**src/rtl/debug_trace_pkg.sv**
```systemverilog
// Shared types and helpers for the writeback-trace serializer.
package debug_trace_pkg;

    typedef struct packed {
        logic [31:0] pc;
        logic [4:0]  wnum;
        logic [31:0] wdata;
    } trace_rec_t;

    localparam logic [31:0] DEFAULT_END_PC = 32'hbfc00100;

    function automatic int unsigned lane_idx_w(input int unsigned lanes);
        return (lanes > 1) ? $clog2(lanes) : 1;
    endfunction

endpackage

```
**src/rtl/debug_trace_fifo.sv**
```systemverilog
// Multi-push, single-pop FIFO of trace records; a push group is accepted whole or not at all.
module debug_trace_fifo
    import debug_trace_pkg::*;
#(
    parameter int unsigned DEPTH = 16,
    parameter int unsigned LANES = 2,
    localparam int unsigned PW = $clog2(DEPTH),
    localparam int unsigned CW = PW + 1,
    localparam int unsigned KW = $clog2(LANES + 1)
) (
    input  logic                   cpu_clk,
    input  logic                   resetn,
    input  logic [KW-1:0]          i_push_n,
    input  trace_rec_t [LANES-1:0] i_push_data,
    input  logic                   i_pop,
    output logic                   o_push_ok,
    output logic                   o_valid,
    output trace_rec_t             o_head,
    output logic [CW-1:0]          o_count
);

    trace_rec_t    r_mem [DEPTH];
    logic [PW-1:0] r_wptr;
    logic [PW-1:0] r_rptr;
    logic [CW-1:0] r_count;

    logic          w_pop;
    logic [CW-1:0] w_free;
    logic [KW-1:0] w_push_cnt;

    assign o_valid    = (r_count != '0);
    assign w_pop      = i_pop && o_valid;
    // A slot freed by this cycle's pop is usable by this cycle's push.
    assign w_free     = CW'(DEPTH) - r_count + CW'(w_pop);
    assign o_push_ok  = (CW'(i_push_n) <= w_free);
    assign w_push_cnt = o_push_ok ? i_push_n : '0;

    always_ff @(posedge cpu_clk) begin
        if (!resetn) begin
            r_wptr  <= '0;
            r_rptr  <= '0;
            r_count <= '0;
        end else begin
            r_wptr  <= r_wptr + PW'(w_push_cnt);
            r_rptr  <= r_rptr + PW'(w_pop);
            r_count <= r_count + CW'(w_push_cnt) - CW'(w_pop);
        end
    end

    always_ff @(posedge cpu_clk) begin
        for (int unsigned i = 0; i < LANES; i++) begin
            if (o_push_ok && (KW'(i) < i_push_n)) begin
                r_mem[r_wptr + PW'(i)] <= i_push_data[i];
            end
        end
    end

    assign o_head  = r_mem[r_rptr];
    assign o_count = r_count;

endmodule

```
**src/rtl/debug_wb_serializer.sv**
```systemverilog
// Captures per-lane writeback records, compacts them into program order and
// streams them out one per handshake with a running sequence number.
module debug_wb_serializer
    import debug_trace_pkg::*;
#(
    parameter int unsigned LANES       = 2,
    parameter int unsigned DEPTH       = 16,
    parameter logic [31:0] END_PC      = DEFAULT_END_PC,
    parameter bit          FILTER_ZERO = 1'b1,
    localparam int unsigned LW = lane_idx_w(LANES),
    localparam int unsigned KW = $clog2(LANES + 1),
    localparam int unsigned CW = $clog2(DEPTH) + 1
) (
    input  logic                    cpu_clk,
    input  logic                    resetn,
    input  logic                    enable,
    input  logic [LANES-1:0][3:0]   lane_wen,
    input  logic [LANES-1:0][31:0]  lane_pc,
    input  logic [LANES-1:0][4:0]   lane_wnum,
    input  logic [LANES-1:0][31:0]  lane_wdata,
    input  logic [LW-1:0]           first_lane,
    output logic                    out_valid,
    input  logic                    out_ready,
    output logic [31:0]             out_pc,
    output logic [4:0]              out_wnum,
    output logic [31:0]             out_wdata,
    output logic [31:0]             out_seq,
    output logic [CW-1:0]           count,
    output logic                    overflow,
    output logic                    test_end
);

    logic [LANES-1:0]        r_s1_vld;
    logic [LW-1:0]           r_s1_first;
    logic [LANES-1:0][3:0]   r_s1_wen;
    logic [LANES-1:0][31:0]  r_s1_pc;
    logic [LANES-1:0][4:0]   r_s1_wnum;
    logic [LANES-1:0][31:0]  r_s1_wdata;
    logic                    r_overflow;
    logic                    r_test_end;
    logic [31:0]             r_seq;

    logic [LANES-1:0]        w_is_rec;
    logic                    w_end_hit;
    trace_rec_t [LANES-1:0]  w_slot;
    logic [KW-1:0]           w_k;
    logic                    w_push_ok;
    logic                    w_fifo_valid;
    trace_rec_t              w_head;
    logic                    w_capture;

    assign w_capture = enable && !r_test_end;

    always_ff @(posedge cpu_clk) begin
        if (!resetn) begin
            r_s1_vld   <= '0;
            r_s1_first <= '0;
        end else if (w_capture) begin
            r_s1_vld   <= '1;
            r_s1_first <= first_lane;
        end else begin
            r_s1_vld   <= '0;
        end
    end

    always_ff @(posedge cpu_clk) begin
        if (w_capture) begin
            r_s1_wen   <= lane_wen;
            r_s1_pc    <= lane_pc;
            r_s1_wnum  <= lane_wnum;
            r_s1_wdata <= lane_wdata;
        end
    end

    always_comb begin
        w_is_rec  = '0;
        w_end_hit = 1'b0;
        for (int unsigned i = 0; i < LANES; i++) begin
            w_is_rec[i] = r_s1_vld[i] && (|r_s1_wen[i]) &&
                          (!FILTER_ZERO || (r_s1_wnum[i] != '0));
            if (r_s1_vld[i] && (r_s1_pc[i] == END_PC)) begin
                w_end_hit = 1'b1;
            end
        end
    end

    // Walk lanes oldest-first; the running record count is the prefix sum that picks each slot.
    always_comb begin
        int unsigned n;
        int unsigned idx;
        w_slot = '0;
        n      = 0;
        for (int unsigned j = 0; j < LANES; j++) begin
            idx = (32'(r_s1_first) + j) % LANES;
            if (w_is_rec[idx]) begin
                w_slot[n] = '{pc: r_s1_pc[idx], wnum: r_s1_wnum[idx], wdata: r_s1_wdata[idx]};
                n++;
            end
        end
        w_k = KW'(n);
    end

    debug_trace_fifo #(
        .DEPTH (DEPTH),
        .LANES (LANES)
    ) u_fifo (
        .cpu_clk     (cpu_clk),
        .resetn      (resetn),
        .i_push_n    (w_k),
        .i_push_data (w_slot),
        .i_pop       (out_ready),
        .o_push_ok   (w_push_ok),
        .o_valid     (w_fifo_valid),
        .o_head      (w_head),
        .o_count     (count)
    );

    always_ff @(posedge cpu_clk) begin
        if (!resetn) begin
            r_overflow <= 1'b0;
            r_test_end <= 1'b0;
            r_seq      <= '0;
        end else begin
            if ((w_k != '0) && !w_push_ok) begin
                r_overflow <= 1'b1;
            end
            if (w_end_hit) begin
                r_test_end <= 1'b1;
            end
            if (w_fifo_valid && out_ready) begin
                r_seq <= r_seq + 32'd1;
            end
        end
    end

    assign out_valid = w_fifo_valid;
    assign out_pc    = w_head.pc;
    assign out_wnum  = w_head.wnum;
    assign out_wdata = w_head.wdata;
    assign out_seq   = r_seq;
    assign overflow  = r_overflow;
    assign test_end  = r_test_end;

endmodule

```
**config.mk**
```make
export PLATFORM = sky130hd
export DESIGN_NAME = debug_wb_serializer
export DESIGN_NICKNAME = d
export VERILOG_FILES = /design/src/rtl/debug_trace_pkg.sv /design/src/rtl/debug_trace_fifo.sv /design/src/rtl/debug_wb_serializer.sv
export SDC_FILE = /design/constraint.sdc
export NUM_CORES = 2
export LEC_CHECK = 0
export BUFFER_PORTS_ARGS = -buffer_cell sky130_fd_sc_hd__buf_2
export CAP_MARGIN = 20
export CORE_MARGIN = 10
export CORE_UTILIZATION = 45
export CTS_CLUSTER_DIAMETER = 30
export DETAILED_ROUTE_END_ITERATION = 8
export SYNTH_ARGS = -nofsm -noshare
export SYNTH_HDL_FRONTEND = slang
export SYNTH_SLANG_ARGS = --single-unit
```
**constraint.sdc**
```tcl
create_clock -name cpu_clk -period 16.3 [get_ports cpu_clk]
set_clock_uncertainty 0.15 [all_clocks]
set_input_delay 0 -clock cpu_clk [delete_from_list [all_inputs] [get_ports cpu_clk]]
set_output_delay 0 -clock cpu_clk [all_outputs]
set_load 0.01 [all_outputs]
```
==> impl_results.md <==
- Static Leak: 26.1 nW
- Layout-stage area growth over the synthesis result: 28.3%
- Buffer count from post-CTS setup fixing: 0
- Main synth FF type: sky130_fd_sc_hd__edfxtp_1
- Cts bufs inserted: roughly 330
- Gpl congestion: 0.912
- Synth Register Bits: 1299
- Final total negative setup slack: 0 ns
- Detailed placement HPWL: ~110000 um
- Overall die width: 386 um
- Maximum ir drop on the vdd rail: 0.000124 V
- Worst hold-check path type: primary input to register
- Fin crit period: between 6 and 7 ns
- Final Hold Fails: 0
- Clk sink count: 1299
- Total of endpoints with negative setup slack in the final report: 0
- Global-route wire length before repair: 307000 um
- Number of antenna violations at the first check in global routing: 7
- Total design power: 12.4 mW
- Post-synthesis instance area: 0.0603 mm^2
- Power density relative to cell area: about 160 mW/mm^2
- Stage delay of the slowest cell on the critical path: 1.00 ns
- Number of buffers and inverters on the critical path: 4
- Average wire per cell in the routed design: between 30 and 40 um
- Share of the synthesized area in the top cell type: approximately 62%
- Number of fill cells in the layout: roughly 10k
- Number of nets in the finished design: 4628
- Number of distinct library cells after synthesis: 58
- Cells along the critical path: or4_1 -> o211ai_4 -> buf_4 -> nand2_1 -> ha_1 -> ha_1 -> nor2b_1 -> o211a_1 -> nand3_1 -> buf_4 -> o21ai_0 -> buf_4 -> nor2_4 -> buf_4
- Post-route design area: 0.0774 mm^2
- # placed instances: between 5k and 6k
- Syn Nets: 4113
- Portion of the post-synthesis area used by sequential elements: 63.9%
- Async set-or-reset flop fraction in the synthesized netlist: 0%
- Top cells by area, synth: sky130_fd_sc_hd__edfxtp_1 62%, sky130_fd_sc_hd__mux4_2 13%, sky130_fd_sc_hd__o22ai_1 8.0%
- Hold Crit Start: enable
- Reg-to-reg critical path startpoint: r_s1_wnum[0]$_DFFE_PP_
- Peak clock frequency supported by timing: 151 MHz
- Status: complete, no violations
- Crit Path Class: register to register
- Synthesis warning total: 0
- Register cell area after layout: 0.0385 mm^2
- Headroom to the max-slew limit: under 10%
- Crit path max-delay family: buffers and inverters
- Reported max-cap violation count: 0
- Total I/O pin count: between 200 and 300
- Number of H-tree levels: 5
- Root buf cell: sky130_fd_sc_hd__clkbuf_16
- Biggest area consumer among synthesized cells: sky130_fd_sc_hd__edfxtp_1
- Setup repair after global routing missed its margin: no
- Worst Setup SP: r_s1_wnum[0]$_DFFE_PP_
- Initial Util: 45.3%
- Worst setup SP type: register
- Post-Syn Area per Cell: between 15 and 20 um^2
- Antenna Nets Post-Route: 0
- Total global routing overflow: 0
- Buffer levels on the longest clock path: 4
- Number of enable flip-flop cells after synthesis: ~1.3k
- Crit-path most repeated cell: sky130_fd_sc_hd__buf_4
- Vias after detailed routing: 44.0k
- Footprint of the multi-input gates: between 0.02 and 0.025 mm^2
- Top fanout value on the critical path: between 40 and 50
- Fraction of final layout cells with drive strength greater than 1: between 20% and 30%
- Maximum number of pins on one net before global-route repair: ~110
- Resize count post-CTS: 0
- Clock tree from TritonCTS: yes
- Worst setup EP type: register
- Cell row count: around 130
- Crit path max-delay cell type: sky130_fd_sc_hd__buf_4
- Die span in y: 386 um
- Hold slack final: slightly above 0.09 ns
- Number of global-route vias before repair: 44.4k
- Final Slew Violations: 0
- Ratio of routed vias to standard cells: roughly 6.8
- Endpoint arrival time on the critical path: approximately 7 ns
- WL final: 212000 um
- Initial drt markers: 6246
- Worst EP required: 16.62 ns
- Placed cell areas: 0.0633 mm^2
- DRT Pass-1 Iters: 8
- Floorplan Core Area: 0.133 mm^2
- Die Area: 0.149 mm^2
- Post-synthesis cell count: 3942
- Count of unresolved DRC violations after routing: 0
- Number of I/O port buffers: 259
- Transition time of the tightest slew-check pin: 1.37 ns
- Worst-skew pair later-pin latency: 0.89 ns
- Final instance count without filler cells: 6474
- Post-route clock period utilization: about two fifths
- Clock-pin transition on the worst setup and hold timing paths: 0.05 ns
- Global router's overall resource usage: 27.9%
-- report_power, final --
group	total, mW	switching [mW]	internal [mW]
combinational	1.90	1.06	0.842
sequential	3.97	0.111	3.86
clock	6.52	1.97	4.55
-- final cells by class --
cell class | instances | area share (%)
Tap cell | 1768 | 2.86
Clock buffer | 361 | 10.9
Multi-Input combinational cell | 2143 | 26.3
Timing Repair Buffer | 669 | 6.71
Sequential cell | 1299 | 49.8
Antenna cell | 3 | 0.00970
Clock inverter | 212 | 3.36
Inverter | 19 | 0.0922
-- path summary, 6_finish.rpt --
kind / to / slack (ns) / cells after the start
setup / recovery: u_fifo.r_mem[13][19]$_DFFE_PP_ / 9.67 / 14
hold / removal: r_s1_wdata[62]$_DFFE_PP_ / 0.09 / 3
setup reg to reg: u_fifo.r_mem[13][19]$_DFFE_PP_ / 9.67 / 14
hold reg to reg: overflow$_SDFFE_PN0P_ / 0.31 / 1
-- worst register-to-register path, stage by stage, from the launching register on --
cell,delay (ns)
sky130_fd_sc_hd__edfxtp_1,0.37
sky130_fd_sc_hd__or4_1,0.61
sky130_fd_sc_hd__o211ai_4,0.18
sky130_fd_sc_hd__buf_4,0.54
sky130_fd_sc_hd__nand2_1,0.18
sky130_fd_sc_hd__ha_1,0.39
sky130_fd_sc_hd__ha_1,0.35
sky130_fd_sc_hd__nor2b_1,0.14
sky130_fd_sc_hd__o211a_1,0.32
sky130_fd_sc_hd__nand3_1,0.13
sky130_fd_sc_hd__buf_4,0.34
sky130_fd_sc_hd__o21ai_0,0.38
sky130_fd_sc_hd__buf_4,0.29
sky130_fd_sc_hd__nor2_4,0.80
sky130_fd_sc_hd__buf_4,1.01
-- kinds of logic (layout without fill, tap and decap cells) --
| family | count (synthesis) | in the layout | synth area share (%) |
|---|---|---|---|
| flip-flops | 1299 | 1299 | 63.9 |
| AO/OA/AOI/OAI | 1286 | 1286 | 14.6 |
| buffers and inverters | 500 | 1261 | 3.23 |
| AND/OR/NAND/NOR | 403 | 403 | 3.33 |
| multiplexers | 369 | 369 | 13.3 |
| XOR/XNOR | 65 | 65 | 1.24 |
| adder cells (fa/ha/maj) | 20 | 20 | 0.440 |
| other | 0 | 3 | 0 |
-- Yosys cell counts, types with 5 or more instances --
cell type and number:
sky130_fd_sc_hd__edfxtp_1 1250, sky130_fd_sc_hd__o22ai_1 769, sky130_fd_sc_hd__clkbuf_1 409, sky130_fd_sc_hd__mux4_2 345, sky130_fd_sc_hd__o2bb2ai_1 256, sky130_fd_sc_hd__nand2_1 180
sky130_fd_sc_hd__a21oi_1 114, sky130_fd_sc_hd__o221ai_1 60, sky130_fd_sc_hd__nor2_1 58, sky130_fd_sc_hd__dfxtp_1 49, sky130_fd_sc_hd__buf_2 45, sky130_fd_sc_hd__and2_1 41
sky130_fd_sc_hd__xnor2_1 32, sky130_fd_sc_hd__o21ai_0 30, sky130_fd_sc_hd__buf_1 25, sky130_fd_sc_hd__mux2i_1 24, sky130_fd_sc_hd__xnor2_2 24, sky130_fd_sc_hd__o22a_1 20
sky130_fd_sc_hd__inv_1 19, sky130_fd_sc_hd__nand3_1 19, sky130_fd_sc_hd__ha_1 18, sky130_fd_sc_hd__nor2b_1 14, sky130_fd_sc_hd__nor3_2 11, sky130_fd_sc_hd__nand2b_1 10
sky130_fd_sc_hd__nand4_1 10, sky130_fd_sc_hd__xor2_1 9, sky130_fd_sc_hd__nor3_1 8, sky130_fd_sc_hd__nor4b_1 8, sky130_fd_sc_hd__o32a_1 8, sky130_fd_sc_hd__and3_1 7
sky130_fd_sc_hd__nor4_1 6, sky130_fd_sc_hd__and2_0 5, sky130_fd_sc_hd__and4_1 5
-- through the flow --
step | util (%) | worst slack [ns]
2_1_floorplan | - | 8.57
3_3_place_gp | 47.4 | 9.79
3_5_place_dp | 47.5 | 9.75
4_1_cts | 58.0 | 9.74
5_1_grt | 58.0 | 9.48
6_report | 58.0 | 9.67
-- per-layer routing --
layer  wire, um  GRT usage (%)  up-vias
li1           -              -    17800
met1      79100           37.1    22300
met2      96900           42.9     3338
met3      26100           7.68      646
met4       9910           12.5        2
met5         13              0        -
-- cells in the final DEF, fill, tap and decap left out, types with 15 or more instances in the layout --
cell                               n
sky130_fd_sc_hd__mux2i_1          24
sky130_fd_sc_hd__o21ai_0          30
sky130_fd_sc_hd__dlygate4sd3_1   301
sky130_fd_sc_hd__dfxtp_1          45
sky130_fd_sc_hd__buf_4           103
sky130_fd_sc_hd__clkbuf_16       331
sky130_fd_sc_hd__buf_2           259
sky130_fd_sc_hd__clkinvlp_4       22
sky130_fd_sc_hd__clkinv_4         18
sky130_fd_sc_hd__xnor2_1          26
sky130_fd_sc_hd__and2_1           41
sky130_fd_sc_hd__mux4_2          345
sky130_fd_sc_hd__clkinv_1         42
sky130_fd_sc_hd__o2bb2ai_1       256
sky130_fd_sc_hd__nand2_1         180
sky130_fd_sc_hd__nand3_1          19
sky130_fd_sc_hd__o22a_1           20
sky130_fd_sc_hd__clkinv_2         55
sky130_fd_sc_hd__inv_6            18
sky130_fd_sc_hd__clkbuf_1         27
sky130_fd_sc_hd__nor2_4           15
sky130_fd_sc_hd__o22ai_1         769
sky130_fd_sc_hd__a21oi_1         114
sky130_fd_sc_hd__bufinv_16        55
sky130_fd_sc_hd__nor2_1           43
sky130_fd_sc_hd__inv_1            19
sky130_fd_sc_hd__o221ai_1         60
sky130_fd_sc_hd__ha_1             18
sky130_fd_sc_hd__edfxtp_1       1250
sky130_fd_sc_hd__xnor2_4          22
-- registers in the layout, indices dropped and copies added, names as in the netlist --
register / flops
r_s1_pc: 64
u_fifo.r_wptr: 4
r_s1_wen: 8
u_fifo.o_count: 5
r_s1_wdata: 64
r_s1_wnum: 10
out_seq: 32
u_fifo.r_mem: 1104
u_fifo.r_rptr: 4
r_s1_first: 1
test_end: 1
r_s1_vld: 1
overflow: 1
-- timing repair --
item | 4_1_cts | 5_1_grt
setup endpoints to repair | 0 | 0
hold buffers | 301 | 0
endpoints found under the hold margin | 222 | 0
Power figures use the tool's default switching activity.
